==> config.mk <==
export PLATFORM = sky130hd
export DESIGN_NAME = iobus_sched
export DESIGN_NICKNAME = d
export VERILOG_FILES = /design/src/rtl/iobus_pkg.sv /design/src/rtl/iobus_rr_arb.sv /design/src/rtl/iobus_sched.sv
export SDC_FILE = /design/constraint.sdc
export NUM_CORES = 1
export LEC_CHECK = 0
export ABC_CLOCK_PERIOD_IN_PS = 2200
export BUFFER_PORTS_ARGS = -buffer_cell sky130_fd_sc_hd__clkbuf_2
export CAP_MARGIN = 20
export CORE_MARGIN = 3
export CORE_UTILIZATION = 35
export CTS_CLUSTER_DIAMETER = 200
export DETAILED_ROUTE_END_ITERATION = 10
export PLACE_DENSITY = 0.63
export SYNTH_ARGS = -nofsm -noshare
export SYNTH_HDL_FRONTEND = slang
export SYNTH_SLANG_ARGS = --single-unit
==> constraint.sdc <==
create_clock -name clk -period 2.2 [get_ports clk]
set_clock_uncertainty 0.1 [all_clocks]
set_input_delay 0.22 -clock clk [delete_from_list [all_inputs] [get_ports clk]]
set_output_delay 0.22 -clock clk [all_outputs]
set_load 0.02 [all_outputs]
==> src/rtl/iobus_pkg.sv <==
// Shared types and codes for the q2a peripheral bus sequencer.
package iobus_pkg;

    typedef enum logic [2:0] {
        ST_IDLE,
        ST_SETUP,
        ST_STROBE,
        ST_HOLD,
        ST_RECOVER
    } state_t;

    localparam logic [1:0] DEV_LCD  = 2'd0;
    localparam logic [1:0] DEV_BTN  = 2'd1;
    localparam logic [1:0] DEV_EXP  = 2'd2;
    localparam logic [1:0] DEV_NONE = 2'd3;

    localparam logic REQ_CPU  = 1'b0;
    localparam logic REQ_SCAN = 1'b1;

    function automatic logic [2:0] dev_onehot(input logic [1:0] dev);
        logic [2:0] oh;
        oh = 3'b000;
        if (dev != DEV_NONE) oh[dev] = 1'b1;
        return oh;
    endfunction

endpackage

==> src/rtl/iobus_rr_arb.sv <==
// Two-way round-robin arbiter; pointer remembers the last requester served.
module iobus_rr_arb
    import iobus_pkg::*;
(
    input  logic clk,
    input  logic rst,
    input  logic en,
    input  logic req_cpu,
    input  logic req_scan,
    output logic take,
    output logic gnt_id
);

    logic last;

    always_comb begin
        take   = en && (req_cpu || req_scan);
        gnt_id = REQ_CPU;
        if (req_cpu && req_scan)
            gnt_id = (last == REQ_CPU) ? REQ_SCAN : REQ_CPU;
        else if (req_scan)
            gnt_id = REQ_SCAN;
    end

    // Reset value makes the CPU the first winner of a tie.
    always_ff @(posedge clk) begin
        if (rst)
            last <= REQ_SCAN;
        else if (take)
            last <= gnt_id;
    end

endmodule

==> src/rtl/iobus_sched.sv <==
// iobus sequencer: arbitrates CPU and scan engine, times select/strobe/hold
// and the LCD recovery gap behind the ttl245 transceiver.
module iobus_sched
    import iobus_pkg::*;
#(
    parameter int SETUP       = 1,
    parameter int PULSE       = 3,
    parameter int HOLD        = 1,
    parameter int LCD_RECOVER = 20,
    parameter int CW          = 8
) (
    input  logic       clk,
    input  logic       rst,
    input  logic       cpu_req,
    input  logic       cpu_wr,
    input  logic       cpu_cmd,
    input  logic [1:0] cpu_dev,
    input  logic [7:0] cpu_dout,
    output logic [7:0] cpu_din,
    output logic       cpu_ack,
    input  logic       scan_req,
    output logic [7:0] scan_din,
    output logic       scan_ack,
    input  logic [7:0] iobus_in,
    output logic [7:0] iobus_out,
    output logic       iobus_oe,
    output logic [2:0] ioen,
    output logic       lcd_rs,
    output logic       lcd_e,
    output logic       btn_rd,
    output logic       x_strb,
    output logic       busy
);

    state_t        state, state_n;
    logic [CW-1:0] cnt, cnt_n;
    logic          own, wr_q, cmd_q;
    logic [1:0]    dev_q;
    logic [7:0]    dout_q, rdata;
    logic          none_pend;

    logic          take, gnt_id, grant, capture, ack_ev, active, strobe;
    logic [1:0]    g_dev;

    // Held off while an unmapped ack is pending so a still-high cpu_req is not re-granted.
    iobus_rr_arb u_arb (
        .clk     (clk),
        .rst     (rst),
        .en      (state == ST_IDLE && !none_pend),
        .req_cpu (cpu_req),
        .req_scan(scan_req),
        .take    (take),
        .gnt_id  (gnt_id)
    );

    assign g_dev = (gnt_id == REQ_SCAN) ? DEV_BTN : cpu_dev;

    always_comb begin
        state_n = state;
        cnt_n   = cnt;
        grant   = 1'b0;
        capture = 1'b0;
        ack_ev  = 1'b0;
        case (state)
            ST_IDLE: begin
                if (take) begin
                    grant = 1'b1;
                    if (g_dev != DEV_NONE) begin
                        state_n = ST_SETUP;
                        cnt_n   = CW'(SETUP - 1);
                    end
                end
            end
            ST_SETUP: begin
                if (cnt == '0) begin
                    state_n = ST_STROBE;
                    cnt_n   = CW'(PULSE - 1);
                end else cnt_n = cnt - 1'b1;
            end
            ST_STROBE: begin
                if (cnt == '0) begin
                    capture = 1'b1;
                    state_n = ST_HOLD;
                    cnt_n   = CW'(HOLD - 1);
                end else cnt_n = cnt - 1'b1;
            end
            ST_HOLD: begin
                if (cnt == '0) begin
                    ack_ev = 1'b1;
                    if (dev_q == DEV_LCD && LCD_RECOVER > 0) begin
                        state_n = ST_RECOVER;
                        cnt_n   = CW'(LCD_RECOVER - 1);
                    end else state_n = ST_IDLE;
                end else cnt_n = cnt - 1'b1;
            end
            ST_RECOVER: begin
                if (cnt == '0) state_n = ST_IDLE;
                else           cnt_n   = cnt - 1'b1;
            end
            default: state_n = ST_IDLE;
        endcase
    end

    always_comb begin
        active    = (state == ST_SETUP) || (state == ST_STROBE) || (state == ST_HOLD);
        strobe    = (state == ST_STROBE);
        ioen      = active ? dev_onehot(dev_q) : 3'b000;
        lcd_rs    = active && dev_q == DEV_LCD && cmd_q;
        iobus_oe  = active && wr_q;
        iobus_out = active ? dout_q : 8'h00;
        lcd_e     = strobe && dev_q == DEV_LCD;
        btn_rd    = strobe && dev_q == DEV_BTN;
        x_strb    = strobe && dev_q == DEV_EXP;
        busy      = (state != ST_IDLE);
        cpu_ack   = none_pend || (ack_ev && own == REQ_CPU);
        scan_ack  = ack_ev && own == REQ_SCAN;
        cpu_din   = (ack_ev && own == REQ_CPU)  ? rdata : 8'h00;
        scan_din  = (ack_ev && own == REQ_SCAN) ? rdata : 8'h00;
    end

    always_ff @(posedge clk) begin
        if (rst) begin
            state     <= ST_IDLE;
            cnt       <= '0;
            own       <= REQ_CPU;
            wr_q      <= 1'b0;
            cmd_q     <= 1'b0;
            dev_q     <= DEV_LCD;
            dout_q    <= 8'h00;
            rdata     <= 8'h00;
            none_pend <= 1'b0;
        end else begin
            state     <= state_n;
            cnt       <= cnt_n;
            none_pend <= grant && g_dev == DEV_NONE;
            if (grant) begin
                own    <= gnt_id;
                dev_q  <= g_dev;
                wr_q   <= (gnt_id == REQ_SCAN) ? 1'b0  : cpu_wr;
                cmd_q  <= (gnt_id == REQ_SCAN) ? 1'b0  : cpu_cmd;
                dout_q <= (gnt_id == REQ_SCAN) ? 8'h00 : cpu_dout;
                rdata  <= 8'h00;
            end
            if (capture) rdata <= wr_q ? 8'h00 : iobus_in;
        end
    end

endmodule

# After elaboration in Yosys (flattened, before gate mapping)
# Cells that the tools add are included.
# W data, S select, Z words.
# totals
ff_bits	34
inputBits	24
output_inout_bits	35
word_cells	95
# op_classes
addsub	1
n_lt_le_gt_ge	2
eq_ne	17
n_mux	38
n_bitwise	1
n_reduce_logical	26
# ops
op	count
$mux W8	14
$pmux W8 S5	1
$mux W3	9
$pmux W3 S5	1
$ne A2 B2 Y1 const B	7
$logic_and A1 B1 Y1	13
$mux W1	11
$logic_not A8 Y1	1
$sub A8 B1 Y8 const B	1
$eq A3 B2 Y1 const B	2
$reduce_and A6 Y1	1
$reduce_and A5 Y1	1
$reduce_bool A5 Y1	1
$eq A2 B2 Y1 const B	2
$logic_or A1 B1 Y1	4
$ne A2 B1 Y1 const B	2
$eq A3 B1 Y1 const B	1
$eq A3 B3 Y1 const B	1
$logic_not A3 Y1	1
$lt A2 B3 Y1 const B	1
$ne A3 B3 Y1 const B	1
$reduce_bool A3 Y1	1
$demux W1 S2	1
$eq A2 B1 Y1 const B	1
6 further kinds	6

# Depth between registers and ports, before layout
# Gate-level depths: netlist (run 1).
# logic_depth
word_depth	7
mapped_depth	9
mapped_depth_nobuf	7

# Modules after synthesis
# Synthesis (run 1) repeated with hierarchy kept, for this count alone.
# unflattened
hier_cells	243
area_unflattened_um2	1869.3
# by_module_without_submodules
module	instances	cells_each	area_per_inst_um2	seq_area_each_um2
iobus_sched	1	237	1811.7	660.6
iobus_rr_arb	1	6	57.6	20.0

# Worst setup path after synthesis (run 1)
# No wires, ideal clock.
# synth_path
path_kind	flip-flop to output port
from	reg cnt[0]
to	out scan_din[0]
t_arrival_ns	2.098
required_time_ns	1.880
slack_ns	-0.218
path_stages_with_launch	8
n_path_buf	1
path_cell_list	dfxtp_1 inv_1 ha_1 or3b_2 or2_1 buf_6 nor4b_4 and2_1
# synth_between
elab_chain_cells	5
# synth_rtl
item	line_no	text
start, declared	iobus_sched.sv:36	logic [CW-1:0] cnt, cnt_n;
start signal, assigned	iobus_sched.sv:134	cnt <= cnt_n;
$logic_not A8 Y1	iobus_sched.sv:88	if (cnt == '0) begin
$mux W1	iobus_sched.sv:88	
$mux W1	iobus_sched.sv:64	case (state)
$logic_and A1 B1 Y1	-	
named net scan_ack	iobus_sched.sv:23	output logic scan_ack,
$mux W8	iobus_sched.sv:118	scan_din = (ack_ev && own == REQ_SCAN) ? rdata : 8'h00;
end, declared	iobus_sched.sv:22	output logic [7:0] scan_din,
# The timed path passes the listed nets, and every way through them passes these cells.

# Worst setup path in the final report (run 1)
# layout_path
from	reg cnt[7]
to	out cpu_din[1]
# layout_between
elab_chain_cells	5
# layout_rtl
item	line_no	text
$logic_not A8 Y1	iobus_sched.sv:88	
$mux W1	iobus_sched.sv:88	
$mux W1	iobus_sched.sv:64	
$logic_and A1 B1 Y1	iobus_sched.sv:117	cpu_din = (ack_ev && own == REQ_CPU) ? rdata : 8'h00;
$mux W8	iobus_sched.sv:117	
end, declared	iobus_sched.sv:19	output logic [7:0] cpu_din,
# No other way between the ends.

==> flow_summary_export.csv, run 1 <==
group,metric,value,unit
status,status,"finished with violations",
status,failed_checks,"negative setup slack",
synthesis,synth_ff_type,"dfxtp_1",
power,power.leakage,1.21,nW
timing,worst_slack,-302,ps
synthesis,muxShareOfSynthArea,0,
critical_path,cp-end-kind,"output port",
run,max_cap_violations,0,
synthesis,syn_inst,209,
detailed_routing,vias_per_cell,5.12,
clock_network,cts_buffers,5,
synthesis,synth_fp_nets,234,
power,ir_worst_vdd,0.000539,V
timing,setup_viol,29,
detailed_routing,vias,1853,
floorplan,io_pins,59,
clock_network,clock-sinks,34,
power,power_frac_seq,0.262,
detailed_routing,avgRoutedWirePerCell,14.3,microns
final_layout,drive_above_1_share,0.488,
final_layout,area_delta_synth_final,51.8,%
synthesis,avgSynthCellArea,8.77,sq um
floorplan,die_y,78.4,microns
power,power_density,1150,nW/um^2
critical_path,crit_path_cell_trace,"or4_4 > or2_4 > buf_12 > nor4_4 > buf_6 > and2_1 > clkbuf_8",
clock_network,cts-root-buf,"clkbuf_8",
grt,grt_pass1_vias,1708,
floorplan,rows,25,
final_layout,final_cells,362,
critical_path,cp_max_fo,9,
clock_network,clkTransAtPathRegs,70,ps
timing,fmax,0.400,GHz
synthesis,synth-warning-count,0,
floorplan,dieWidth,78.4,microns
grt,grt_pass1_wl,8050,microns
timing,period_minus_slack,2500,ps
synthesis,synth_fa_ha_area_frac,0.00683,
place,io_buffers,58,
critical_path,slowest_delay,540,ps
synthesis,synth-simple-area-share,0.322,
detailed_routing,drc,0,
timing,tightestPinTransition,672,ps
floorplan,start_util,0.376,
synthesis,synth_top_family_by_area,"simple AND/OR/NAND/NOR gates",
clock_network,worstSkewPairLatency,290,ps
detailed_routing,drt_wl_total,5180,microns
power,switchingPower,0.00129,W
synthesis,async_flop_share,0,
synthesis,yosysSeqAreaShare,0.371,
synthesis,yosysUniqueCellTypes,47,
detailed_routing,drtIter0Drc,103,
power,p_clk_frac,0.151,
grt,track_usage,0.163,
place,dp_slack,-98.3,ps
final_layout,final_cell_mix,"40 x clkbuf_2, 31 x dfxtp_1, 30 x buf_4",
grt,antenna_found_initial,0,
clock_network,cts_hold_buf,0,
synthesis,synth_xor_area_frac,0.00478,
worst_hold_path,hold_path_class,"input pin to flop",
synthesis,synth-seq-cells,34,
floorplan,coreArea,4880,sq um
clock_network,htreeDepth,2,
final_layout,insertedDiodeCount,0,
critical_path,reg2reg_depth,8,
critical_path,worstSetupStartpointType,"flop",
detailed_routing,drtPass1Iterations,4,
final_layout,stdcell_area,2780,sq um
timing,drv_slew,0,
critical_path,required,1880,ps
power,pwr-share-comb,0.587,
grt,overflow,0,
critical_path,crit_buf_inv,3,
place,post-dp-hpwl,3500,microns
power,internal-power,0.00190,W
synthesis,syn_area,1830,sq um
synthesis,synth_edf_count,0,
timing,post-route-period-util,1.14,
worst_hold_path,hold_path_depth,2,
place,dp_cells,348,
timing,rsz0062_at_grt,"true",
final_layout,nNetsFinal,319,
detailed_routing,ant_nets,0,
place,gp_congestion,0.912,
critical_path,crit_slowest_cell,"or4_4",
place,place_area,2340,sq um
critical_path,critPathArrivalTime,2180,ps
final_layout,nFillCells,435,
grt,grt_max_degree,20,
power,switching_share,0.404,
floorplan,design.die.area,6140,sq um
critical_path,cp.depth,7,
timing,finalHoldViolations,0,
clock_network,max-clock-path-buffers,2,
final_layout,mostFrequentLayoutCell,"clkbuf_2",
critical_path,worst-setup-path-type,"flop to output port",
critical_path,cpLargestDelayFamily,"simple AND/OR/NAND/NOR gates",
synthesis,synth-compound-area-share,0.235,
timing,relSlewSlack,0.550,
clock_network,tritoncts,"built",
-- sequential cells by signal, summed over array words and instances, names as in the netlist --
signal      flops
dout_q          8
own             1
u_arb.last      1
cnt             8
cmd_q           1
dev_q           2
none_pend       1
rdata           8
wr_q            1
state           3
-- cell type report --
cell class	instances	area [sq um]	share of cell area
clock buffers	6	82.6	0.0297
multi-input cells	157	1180	0.423
well taps	67	83.8	0.0301
flip-flops and latches	34	684	0.246
inverters	5	18.8	0.00674
repair buffers	91	723	0.260
clock inverters	2	12.5	0.00450
-- worst register-to-register path, delay by kind of cell (launching register included) --
kind,cells,cell delay [ps]
and+or+nand+nor,2,840
buffers and inverters,3,360
AOI/OAI and AO/OA,3,650
DFF,1,330
-- through the flow --
step                      TNS (ps)  power, W  utilization  hold slack, ps
after floorplan              -1440   0.00186            -             246
after global placement        -344   0.00234        0.479             330
after detailed placement     -1270   0.00235        0.479             339
after CTS                    -5570   0.00301        0.545            29.3
after global routing         -8140   0.00340        0.570            24.6
final                        -6120   0.00319        0.570            35.3
-- routing by layer --
metal	up-vias	GRT usage	routed length, microns
met3	8	0.0493	383
met4	0	0.0472	48
met5	-	0	0
met1	858	0.226	2370
li1	925	-	-
met2	62	0.245	2380
-- path summary, 6_finish.rpt --
check / startpoint / to / slack, ps
max: cnt[7] / cpu_din[1] / -300
min reg2reg: dout_q[5] / dout_q[5] / 380
max reg2reg: cnt[7] / cnt[2] / -220
min: cpu_dout[2] / dout_q[2] / 40
-- synthesized netlist by cell type (all sizes together) (2+ instances only) --
library cell  instances  area [sq um]
dfxtp                34           681
and2                 26           163
nor2                 24          90.1
a21oi                10          50.1
a22o                 10          87.6
nor3                  9          50.1
a22oi                 8          60.1
buf                   8          66.3
o21ai                 8          40.0
nand2                 7          26.3
or4                   6          48.8
inv                   5          18.8
nand2b                5          31.3
o31ai                 5          51.3
or3                   5          31.3
clkbuf                4          15.0
or2                   4          25.0
a21bo                 3          30.0
nor4                  3          48.8
a211oi                2          15.0
a32o                  2          20.0
nand3                 2          10.0
nor4b                 2          32.5
o21a                  2          15.0
-- logic make-up after synthesis --
logic type                 count (synthesis)
DFF                                       34
adders and majority gates                  1
xor gates and xnor gates                   1
and+or+nand+nor                           97
AOI/OAI and AO/OA                         58
buffers and inverters                     18
-- power by group through the flow --
stage / registers (W) / logic, W / clock network, W
floorplan: 0.000832 / 0.00103 / 0
global placement: 0.000840 / 0.00150 / 0
detailed placement: 0.000838 / 0.00151 / 0
CTS: 0.000833 / 0.00169 / 0.000491
global route: 0.000850 / 0.00203 / 0.000520
finish: 0.000836 / 0.00188 / 0.000483
-- repair_timing --
item                                    4_1_cts  5_1_grt
pin swaps                                    11       13
gates cloned                                  1        0
resized for setup                            51       34
endpoints found under the setup margin       31       45
setup buffers                                 4        1
Note: power is estimated with default switching activity, not from simulation.
==> run 2, diff against run 1 <==
- SLEW_MARGIN: unset -> 20
- TNS_END_PERCENT: unset -> 5
==> flow_summary_export.csv, run 2 (synthesis results as in run 1) <==
group,metric,value,unit
timing,finalHoldViolations,0,
critical_path,slowest_delay,380,ps
clock_network,clock-sinks,34,
clock_network,cts-root-buf,"clkbuf_8",
final_layout,insertedDiodeCount,0,
critical_path,cp_max_fo,9,
timing,worst_slack,-299,ps
power,power_density,1180,nW/um^2
final_layout,final_cells,357,
detailed_routing,drtIter0Drc,69,
place,gp_congestion,0.815,
status,status,"finished with violations",
timing,rsz0062_at_grt,"true",
timing,setup_viol,23,
worst_hold_path,hold_path_depth,2,
final_layout,top_regs,"cnt: 8 flops, dout_q: 8 flops, rdata: 8 flops",
floorplan,io_pins,59,
grt,grt_pass1_vias,1779,
detailed_routing,avgRoutedWirePerCell,13.6,microns
final_layout,final_cell_mix,"40 x clkbuf_2, 29 x dfxtp_1, 24 x nor2_1, 24 x buf_4, 22 x clkbuf_8",
timing,tightestPinTransition,643,ps
critical_path,r2r_slack,-30,ps
critical_path,crit_buf_inv,4,
timing,tns,-5040,ps
place,dp_cells,345,
critical_path,r2r-start,"cnt[1]",
critical_path,crit_path_cell_trace,"inv_1 > ha_1 > or3b_4 > or2_4 > buf_4 > nor4_4 > buf_6 > and2_1 > clkbuf_8",
floorplan,dieWidth,78.4,microns
critical_path,worst-setup-path-type,"flop to output port",
grt,grt_max_degree,20,
worst_hold_path,holdPathEnd,"dout_q[2]",
grt,track_usage,0.166,
clock_network,cts_hold_buf,0,
timing,period_minus_slack,2500,ps
final_layout,mostFrequentLayoutCell,"clkbuf_2",
clock_network,clkTransAtPathRegs,80,ps
clock_network,htreeDepth,2,
floorplan,coreArea,4880,sq um
grt,overflow,0,
place,post-dp-hpwl,3490,microns
floorplan,design.die.area,6140,sq um
detailed_routing,vias_per_cell,4.97,
critical_path,crit_slowest_cell,"or3b_4",
final_layout,nFillCells,464,
floorplan,die_y,78.4,microns
critical_path,cp-end-kind,"output port",
status,failed_checks,"negative setup slack",
run,max_cap_violations,0,
worst_hold_path,hold_path_startpoint,"cpu_dout[2]",
clock_network,max-clock-path-buffers,2,
critical_path,critPathArrivalTime,2180,ps
power,power.leakage,1.19,nW
detailed_routing,ant_nets,0,
final_layout,nNetsFinal,314,
clock_network,worstSkewPairLatency,290,ps
critical_path,worstSetupStartpointType,"flop",
critical_path,required,1880,ps
detailed_routing,drtPass1Iterations,4,
place,io_buffers,58,
clock_network,cts_buffers,5,
critical_path,reg2reg_depth,9,
floorplan,start_util,0.376,
final_layout,area_delta_synth_final,47.0,%
timing,relSlewSlack,0.570,
detailed_routing,drt_wl_total,4870,microns
timing,drv_slew,0,
floorplan,rows,25,
detailed_routing,drc,0,
final_layout,drive_above_1_share,0.445,
timing,fmax,0.400,GHz
critical_path,cpLargestDelayFamily,"simple AND/OR/NAND/NOR gates",
grt,antenna_found_initial,0,
detailed_routing,vias,1773,
critical_path,r2r_end,"cnt[7]",
grt,grt_pass1_wl,8170,microns
timing,post-route-period-util,1.14,
clock_network,tritoncts,"built",
power,ir_worst_vdd,0.000652,V
worst_hold_path,hold_path_class,"input pin to flop",
==> run 2: what timing repair did <==
| action | in CTS | in global routing |
|---|---|---|
| endpoints found under the setup margin | 34 | 36 |
| pin swaps | 8 | 3 |
| gates resized for setup | 49 | 14 |
| cloned | 1 | 0 |
| setup buffers | 3 | 0 |
==> run 2: worst register-to-register path, cell delays in order (launching register included) <==
cell     delay [ps]
dfxtp_2         320
inv_1            50
ha_1            140
or3b_4          380
or2_4           260
buf_4           130
buf_4           150
a21bo_2         210
o31ai_4         280
a21oi_1          80
==> run 2: area by class of cell <==
class,instances,area [sq um],share of cell area
Clock inverter,3,68.8,0.0255
Timing Repair Buffer,86,669,0.248
Clock buffer,5,68.8,0.0255
Tap cell,67,83.8,0.0311
Inverter,5,18.8,0.00697
Sequential cell,34,687,0.255
Multi-Input combinational cell,157,1100,0.407
==> run 2: per-layer routing <==
metal	GRT usage	up-vias	part of all wire
met3	0.0562	4	0.064
met2	0.261	46	0.45
met1	0.216	804	0.48
met5	0	-	0
li1	-	919	-
met4	0.0455	0	0.0051
==> run 2: how the worst max path moves through the flow <==
stage / cells after the start / slack, ps / start / endpoint
final: 9 / -300 / cnt[1] / cpu_din[1]
after floorplan: 7 / -220 / cnt[0] / scan_din[0]
after global placement: 8 / -90 / cnt[1] / state[0]
after CTS: 6 / -330 / cnt[4] / scan_din[4]
after global routing: 8 / -400 / cnt[1] / scan_din[2]
after detailed placement: 8 / -110 / cnt[0] / state[0]
==> run 2: report_power, final <==
| part | internal [W] | switching, W | total, W |
|---|---|---|---|
| logic | 0.000785 | 0.000855 | 0.00164 |
| clock network | 0.000454 | 0.000250 | 0.000704 |
| registers | 0.000746 | 0.0000881 | 0.000835 |
| total | 0.00199 | 0.00119 | 0.00318 |
==> run 2: through the flow <==
| step | setup slack, ps | total power (W) | hold WS, ps | utilization | cell area (sq um) |
|---|---|---|---|---|---|
| 6_report | -299 | 0.00318 | 28.2 | 0.552 | 2690 |
| 2_1_floorplan | -218 | 0.00185 | 246 | - | 1830 |
| 4_1_cts | -331 | 0.00317 | 18.4 | 0.543 | 2650 |
| 5_1_grt | -401 | 0.00342 | 14.5 | 0.552 | 2690 |
| 3_3_place_gp | -91.6 | 0.00234 | 332 | 0.473 | 2310 |
| 3_5_place_dp | -108 | 0.00235 | 333 | 0.473 | 2310 |
